[src/rtl/sr_latch_driver.sv]
// Sync/debounce front end producing non-overlapping S/R pulses for a NOR latch.
// Define SR_DRV_INIT_EN to emit one R pulse right after reset release.
module sr_latch_driver #(
  parameter int DB_CYCLES    = 4,
  parameter int PULSE_CYCLES = 2,
  parameter int GAP_CYCLES   = 1,
  parameter int CNT_W        = 8
) (
  input  logic clk,
  input  logic rst_n,
  input  logic set_btn,
  input  logic rst_btn,
  output logic S,
  output logic R,
  output logic busy,
  output logic conflict,
  output logic dropped
);

  localparam logic [1:0] IDLE    = 2'd0;
  localparam logic [1:0] PULSE_S = 2'd1;
  localparam logic [1:0] PULSE_R = 2'd2;
  localparam logic [1:0] GAP     = 2'd3;

  localparam logic [CNT_W-1:0] DB_LAST =
    CNT_W'(DB_CYCLES - 1);
  localparam logic [CNT_W-1:0] P_LAST =
    CNT_W'(PULSE_CYCLES - 1);
  localparam logic [CNT_W-1:0] G_LAST =
    CNT_W'(GAP_CYCLES - 1);

  logic [1:0] btn;
  logic [1:0] sync1;
  logic [1:0] sync2;
  logic [1:0] db;
  logic [1:0] req;
  logic [CNT_W-1:0] db_cnt [2];

  logic [1:0] state;
  logic [CNT_W-1:0] cnt;
  logic set_req;
  logic rst_req;

  assign btn     = {rst_btn, set_btn};
  assign set_req = req[0];
  assign rst_req = req[1];
  assign busy    = (state != IDLE);

  // req fires on the same edge db rises, saving a cycle of latency
  always_ff @(posedge clk or negedge rst_n) begin
    if (!rst_n) begin
      sync1  <= '0;
      sync2  <= '0;
      db     <= '0;
      req    <= '0;
      for (int i = 0; i < 2; i++)
        db_cnt[i] <= '0;
    end else begin
      sync1 <= btn;
      sync2 <= sync1;
      for (int i = 0; i < 2; i++) begin
        req[i] <= 1'b0;
        if (sync2[i] == db[i]) begin
          db_cnt[i] <= '0;
        end else if (db_cnt[i] == DB_LAST) begin
          db_cnt[i] <= '0;
          db[i]     <= ~db[i];
          req[i]    <= ~db[i];
        end else begin
          db_cnt[i] <= db_cnt[i] + 1'b1;
        end
      end
    end
  end

`ifdef SR_DRV_INIT_EN
  logic init_done;
`endif

  always_ff @(posedge clk or negedge rst_n) begin
    if (!rst_n) begin
      state    <= IDLE;
      cnt      <= '0;
      S        <= 1'b0;
      R        <= 1'b0;
      conflict <= 1'b0;
      dropped  <= 1'b0;
`ifdef SR_DRV_INIT_EN
      init_done <= 1'b0;
`endif
    end else begin
      conflict <= 1'b0;
      dropped  <= 1'b0;
      unique case (state)
        IDLE: begin
          cnt <= '0;
`ifdef SR_DRV_INIT_EN
          if (!init_done) begin
            init_done <= 1'b1;
            state     <= PULSE_R;
            R         <= 1'b1;
            dropped   <= set_req | rst_req;
          end else
`endif
          if (set_req && rst_req) begin
            conflict <= 1'b1;
          end else if (set_req) begin
            state <= PULSE_S;
            S     <= 1'b1;
          end else if (rst_req) begin
            state <= PULSE_R;
            R     <= 1'b1;
          end
        end
        PULSE_S, PULSE_R: begin
          dropped <= set_req | rst_req;
          if (cnt == P_LAST) begin
            state <= GAP;
            cnt   <= '0;
            S     <= 1'b0;
            R     <= 1'b0;
          end else begin
            cnt <= cnt + 1'b1;
          end
        end
        GAP: begin
          dropped <= set_req | rst_req;
          if (cnt == G_LAST) begin
            state <= IDLE;
            cnt   <= '0;
          end else begin
            cnt <= cnt + 1'b1;
          end
        end
        default: begin
          state <= IDLE;
          cnt   <= '0;
          S     <= 1'b0;
          R     <= 1'b0;
        end
      endcase
    end
  end

endmodule

[config.mk]
export PLATFORM = sky130hd
export DESIGN_NAME = sr_latch_driver
export DESIGN_NICKNAME = d
export VERILOG_FILES = /design/src/rtl/sr_latch_driver.sv
export SDC_FILE = /design/constraint.sdc
export NUM_CORES = 1
export LEC_CHECK = 0
export BUFFER_PORTS_ARGS = -buffer_cell sky130_fd_sc_hd__buf_2
export CELL_PAD_IN_SITES_DETAIL_PLACEMENT = 1
export CELL_PAD_IN_SITES_GLOBAL_PLACEMENT = 2
export CORE_UTILIZATION = 36
export DETAILED_ROUTE_END_ITERATION = 7
export PLACE_DENSITY_LB_ADDON = 0.12
export SYNTH_ARGS = -nofsm -noshare
export SYNTH_HDL_FRONTEND = slang
export SYNTH_SLANG_ARGS = --single-unit
[constraint.sdc]
create_clock -name clk -period 1.7 [get_ports clk]
set_clock_uncertainty 0.1 [all_clocks]
set_input_delay 0.51 -clock clk [delete_from_list [all_inputs] [get_ports clk]]
set_output_delay 0.51 -clock clk [all_outputs]
set_load 0.01 [all_outputs]
======== Yosys cells after proc, flatten, opt, wreduce, memory -nomap -nowiden ========
Cells that the tools add are included.
storage, ports and cells
  input bits .............................. 4
  output and inout bits ................... 5
  bits in registers ....................... 38
cells by class
  $add $sub $neg .......................... 3
  bitwise logic cells ..................... 5
  muxes and demuxes ....................... 28
  eq/ne operators ......................... 15
  reductions and logical operators ........ 12
operator list
  cell                                                 number
  2-to-1 mux 8 bit                                     6
  adder 8 x 1 -> 8 bit, second input constant          3
  one-hot mux 8 bit (3 select lines)                   1
  equality test 8 x 2 -> 1 bit, second input constant  2
  2-to-1 mux 1 bit                                     13
  != test 2 bit, second input constant                 6
  2-to-1 mux 2 bit                                     5
  equality test 8 x 1 -> 1 bit, second input constant  1
  zero test 8 bit                                      1
  AND reduction 4 bit                                  2
  one-hot mux 2 bit (3 select lines)                   1
  AND reduction 5 bit                                  1
  equality test 2 bit, second input constant           2
  NOT 1 bit                                            4
  one-hot mux 1 bit (2 select lines)                   2
  AND reduction 2 bit                                  2
  nonzero test 2 bit                                   2
  != test 3 bit, second input constant                 1
  OR reduction 3 bit                                   1
  equality test 1 bit                                  2
  equality test 2 x 1 -> 1 bit, second input constant  1
  zero test 2 bit                                      1
  OR reduction 2 bit                                   1
  logical AND 1 bit                                    1
  bitwise OR 1 bit                                     1

======== Logic depth before layout (Yosys ltp) ========
  depth after elaboration ................. 4
  depth in mapped cells ................... 6
  depth with buffers taken out ............ 6

======== Worst setup path after synthesis ========
Ideal clock, no wire load.
  kind .................................... reg-to-reg
  from .................................... register cnt[2]
  to ...................................... register state[0]
  arrival ................................. 1.624 ns
  clock period less this slack ............ 1.853 ns
  setup time .............................. 0.129 ns
  path buffers ............................ 0
  slack ................................... -0.153 ns
  cell stages (with the launch flop) ...... 5
  path through ............................ dfrtp_1 > or4_4 > o41ai_4 > nor3b_1 > nor4b_2
between the ends
  cells in the longest elaborated chain, start to end .. 3
  elaborated cells on any way between the ends .. 5
  classes of those cells .................. eq/ne: 3; reduce/logical: 2
RTL lines
  what                                                                    line      source
  start: declaration                                                      40        logic [CNT_W-1:0] cnt;
  start signal: assignment                                                123       cnt <= cnt + 1'b1;
  start signal: assignment                                                132       cnt <= cnt + 1'b1;
  equality test 8 x 1 -> 1 bit / zero test 8 bit (equally long branches)  117, 128
  != test 2 bit (no line)                                                 n/a
  AND reduction 4 bit (no line) *                                         n/a
  end signal: assignment                                                  111       state <= PULSE_R;
  end signal: assignment                                                  118       state <= GAP;
  end signal: assignment                                                  129       state <= IDLE;
  end: declaration                                                        39        logic [1:0] state;
Mark *: on every way between the ends. The rest lies on a longest branch, timed or not.
A chain may end at the register's enable or synchronous reset.

======== Worst setup path in the final report ========
Same ends and word-level chain as after synthesis.

==> results.cfg <==
[status]
status = finished, violations left
violations = setup timing

[worst_setup_path]
endpoint_kind = flip-flop
rr_startpoint = cnt[2]
reg2reg_to = state[0]
slowest_stage = or4_4
cpPeakStageDelay_ns = 0.58
startpoint_type = flip-flop
worstPathRequired_ns = 1.78
worstPathArrival_ns = 2.01
worst-path-max-fanout = 4
worstPathCellList = or4_4, o41ai_4, buf_4, nand4_1, nor4b_2
reg2reg_depth = 5
rrSetupSlack_ns = -0.23
crit_type = reg -> reg

[sta]
slew_headroom = 0.768
setup_slack_ns = -0.226
tightest_slew_ns = 0.348
setup_viol = 11
timing.final.crit_share = 1.13
rsz0062_at_grt = yes
slew_violations = 0
max_freq_ghz = 0.519
fin_crit_ns = 1.93
finalHoldViolations = 0

[synthesis]
ys_seq_area_frac = 0.544
synth_warnings = 0
async_flop_share = 1.00
yosysMostFrequentCell = dfrtp_1
syn_area_um2 = 1750
postSynthNetCount = 168
netlist.area_leader.share = 0.544
synth_edf_count = 0
synth_top_cells_by_count = 38 x dfrtp_1, 26 x nor2_1, 12 x xor2_1
yosysTopAreaCell = dfrtp_1
ys_seq_elements = 38
syn_area_per_cell_um2 = 11.1
synthCells = 157
yosys-top-cells-area = dfrtp_1 54%, xor2_1 6.0%, nor2_1 5.6%
ys.flop_type = dfrtp_1
ys_types = 28

[clock_network]
cts_buffers = 5
clockRootBuffer = clkbuf_8
cts_tree = yes
cts.sinks = 38
clkTransAtPathRegs_ns = 0.08
clkLatencyLatePin_ns = 0.29
clock_path_buffers = 2
h-tree-depth = 2
cts_hold_buffers = 0

[die]
start_util = 0.388
die-width_um = 71.7
die_area_um2 = 5140
row_count = 24
ios = 9
die_h_um = 71.7
fp.coreArea_um2 = 4500

[routing]
drt_iter0_drc = 18
vias = 1214
wl_per_cell_um = 14.3
viasPerCell = 4.93
drtAntennaViolNets = 0
wirelength_um = 3510
drc_errors = 0
drtPass1Iterations = 4

[power]
p_leak_nw = 1.03
powerDensity_nw_per_um2 = 1500
irDropWorstVdd_mv = 0.602

[global_route]
antenna_found_initial = 0
gr-usage-all-layers = 0.159
grt_max_degree = 27
grt_pass1_vias = 1368
grt_overflow_total = 0
grt_pass1_wl_um = 6220

[min_path]
hold_path_class = in -> async

[finish]
finalNonFillerCells = 246
drive_gt1_frac = 0.253
area_growth_pct = 22.8
nNetsFinal = 204
diodes = 0
fin_area_um2 = 2150
n_fill_cell = 517

[place]
dp_cells = 230
io_buffers = 8
gp_congestion = 0.769
dp_hpwl_um = 2580
dpl_cell_area_um2 = 1970

[flow_run]
cap_viol_max_count = 0
## cell type report
class,instances,area (um2),area share
Multi-Input combinational cell,108,774,0.361
Sequential cell,38,951,0.443
Clock inverter,2,12.5,0.00583
Clock buffer,6,82.6,0.0385
Inverter,10,37.5,0.0175
Timing Repair Buffer,30,224,0.104
Tap cell,52,65.1,0.0303
## kinds of logic (layout without fill, tap and decap cells)
kind of cell	Yosys count	count (layout)	synth area share
xor+xnor	20	20	0.100
simple gates	69	69	0.200
buf+inv	11	48	0.0236
compound gates	9	9	0.0630
flops	38	38	0.544
fa+ha+maj	7	7	0.0501
mux	3	3	0.0186
## metrics by stage
stage	TNS (ns)	total power [W]	utilization	worst slack [ns]	hold WS (ns)
2_1_floorplan	-1.30	0.00192	-	-0.134	0.114
3_3_place_gp	-1.09	0.00228	0.438	-0.133	0.231
3_5_place_dp	-1.48	0.00234	0.438	-0.225	0.236
4_1_cts	-1.58	0.00313	0.467	-0.220	0.00589
5_1_grt	-2.53	0.00347	0.477	-0.301	0.0181
6_report	-1.56	0.00323	0.477	-0.226	0.00902
## layout by cell type (no fill, tap or decap), types with 4 or more instances in the layout
master    Yosys  final
nand2_1       8      8
inv_1        10      7
dfrtp_1      38     38
buf_2         0      7
clkbuf_8      0      6
xor2_1       12     12
and3_1        8      8
nand3_1      11     11
ha_1          7      6
buf_4         0     21
nor2_1       26     26
nor3_1        4      4
xnor2_1       8      8
## critical path: cells and delay by family (launching register included)
kind | cells | cell delay, ns
AOI/OAI and AO/OA | 1 | 0.24
DFF | 1 | 0.38
buffers and inverters | 1 | 0.19
and+or+nand+nor | 3 | 0.90
## how the worst max path moves through the flow
stage,startpoint,to,slack (ns)
2_1_floorplan,cnt[2],cnt[0],-0.13
3_3_place_gp,cnt[2],state[0],-0.13
3_5_place_dp,cnt[2],state[0],-0.23
4_1_cts,cnt[2],state[0],-0.22
5_1_grt,cnt[2],state[0],-0.30
6_report,cnt[2],state[0],-0.23
## flip-flops by register name, indices dropped and copies added (netlist names), 2 cells and up
| register | flops |
|---|---|
| cnt | 8 |
| sync1 | 2 |
| state | 2 |
| sync2 | 2 |
| db | 2 |
| db_cnt | 16 |
| req | 2 |
## report_power, final
group	internal, W	total [W]	switching, W
clock network	0.000326	0.000651	0.000325
registers	0.00106	0.00118	0.000116
logic	0.000724	0.00140	0.000675
total	0.00211	0.00323	0.00112
## what timing repair did
item | CTS | global route
setup endpoints to repair | 12 | 12
cloned | 0 | 0
gates resized for setup | 5 | 2
setup buffers | 3 | 5
pin swaps | 2 | 3
## routing by layer
layer	track usage	wire length (um)	part of all wire
met1	0.190	1610	0.46
met2	0.277	1770	0.50
met3	0.0338	71	0.020
met4	0.0719	59	0.017
met5	0	0	0
No activity file was read; power rests on OpenSTA's default activity.
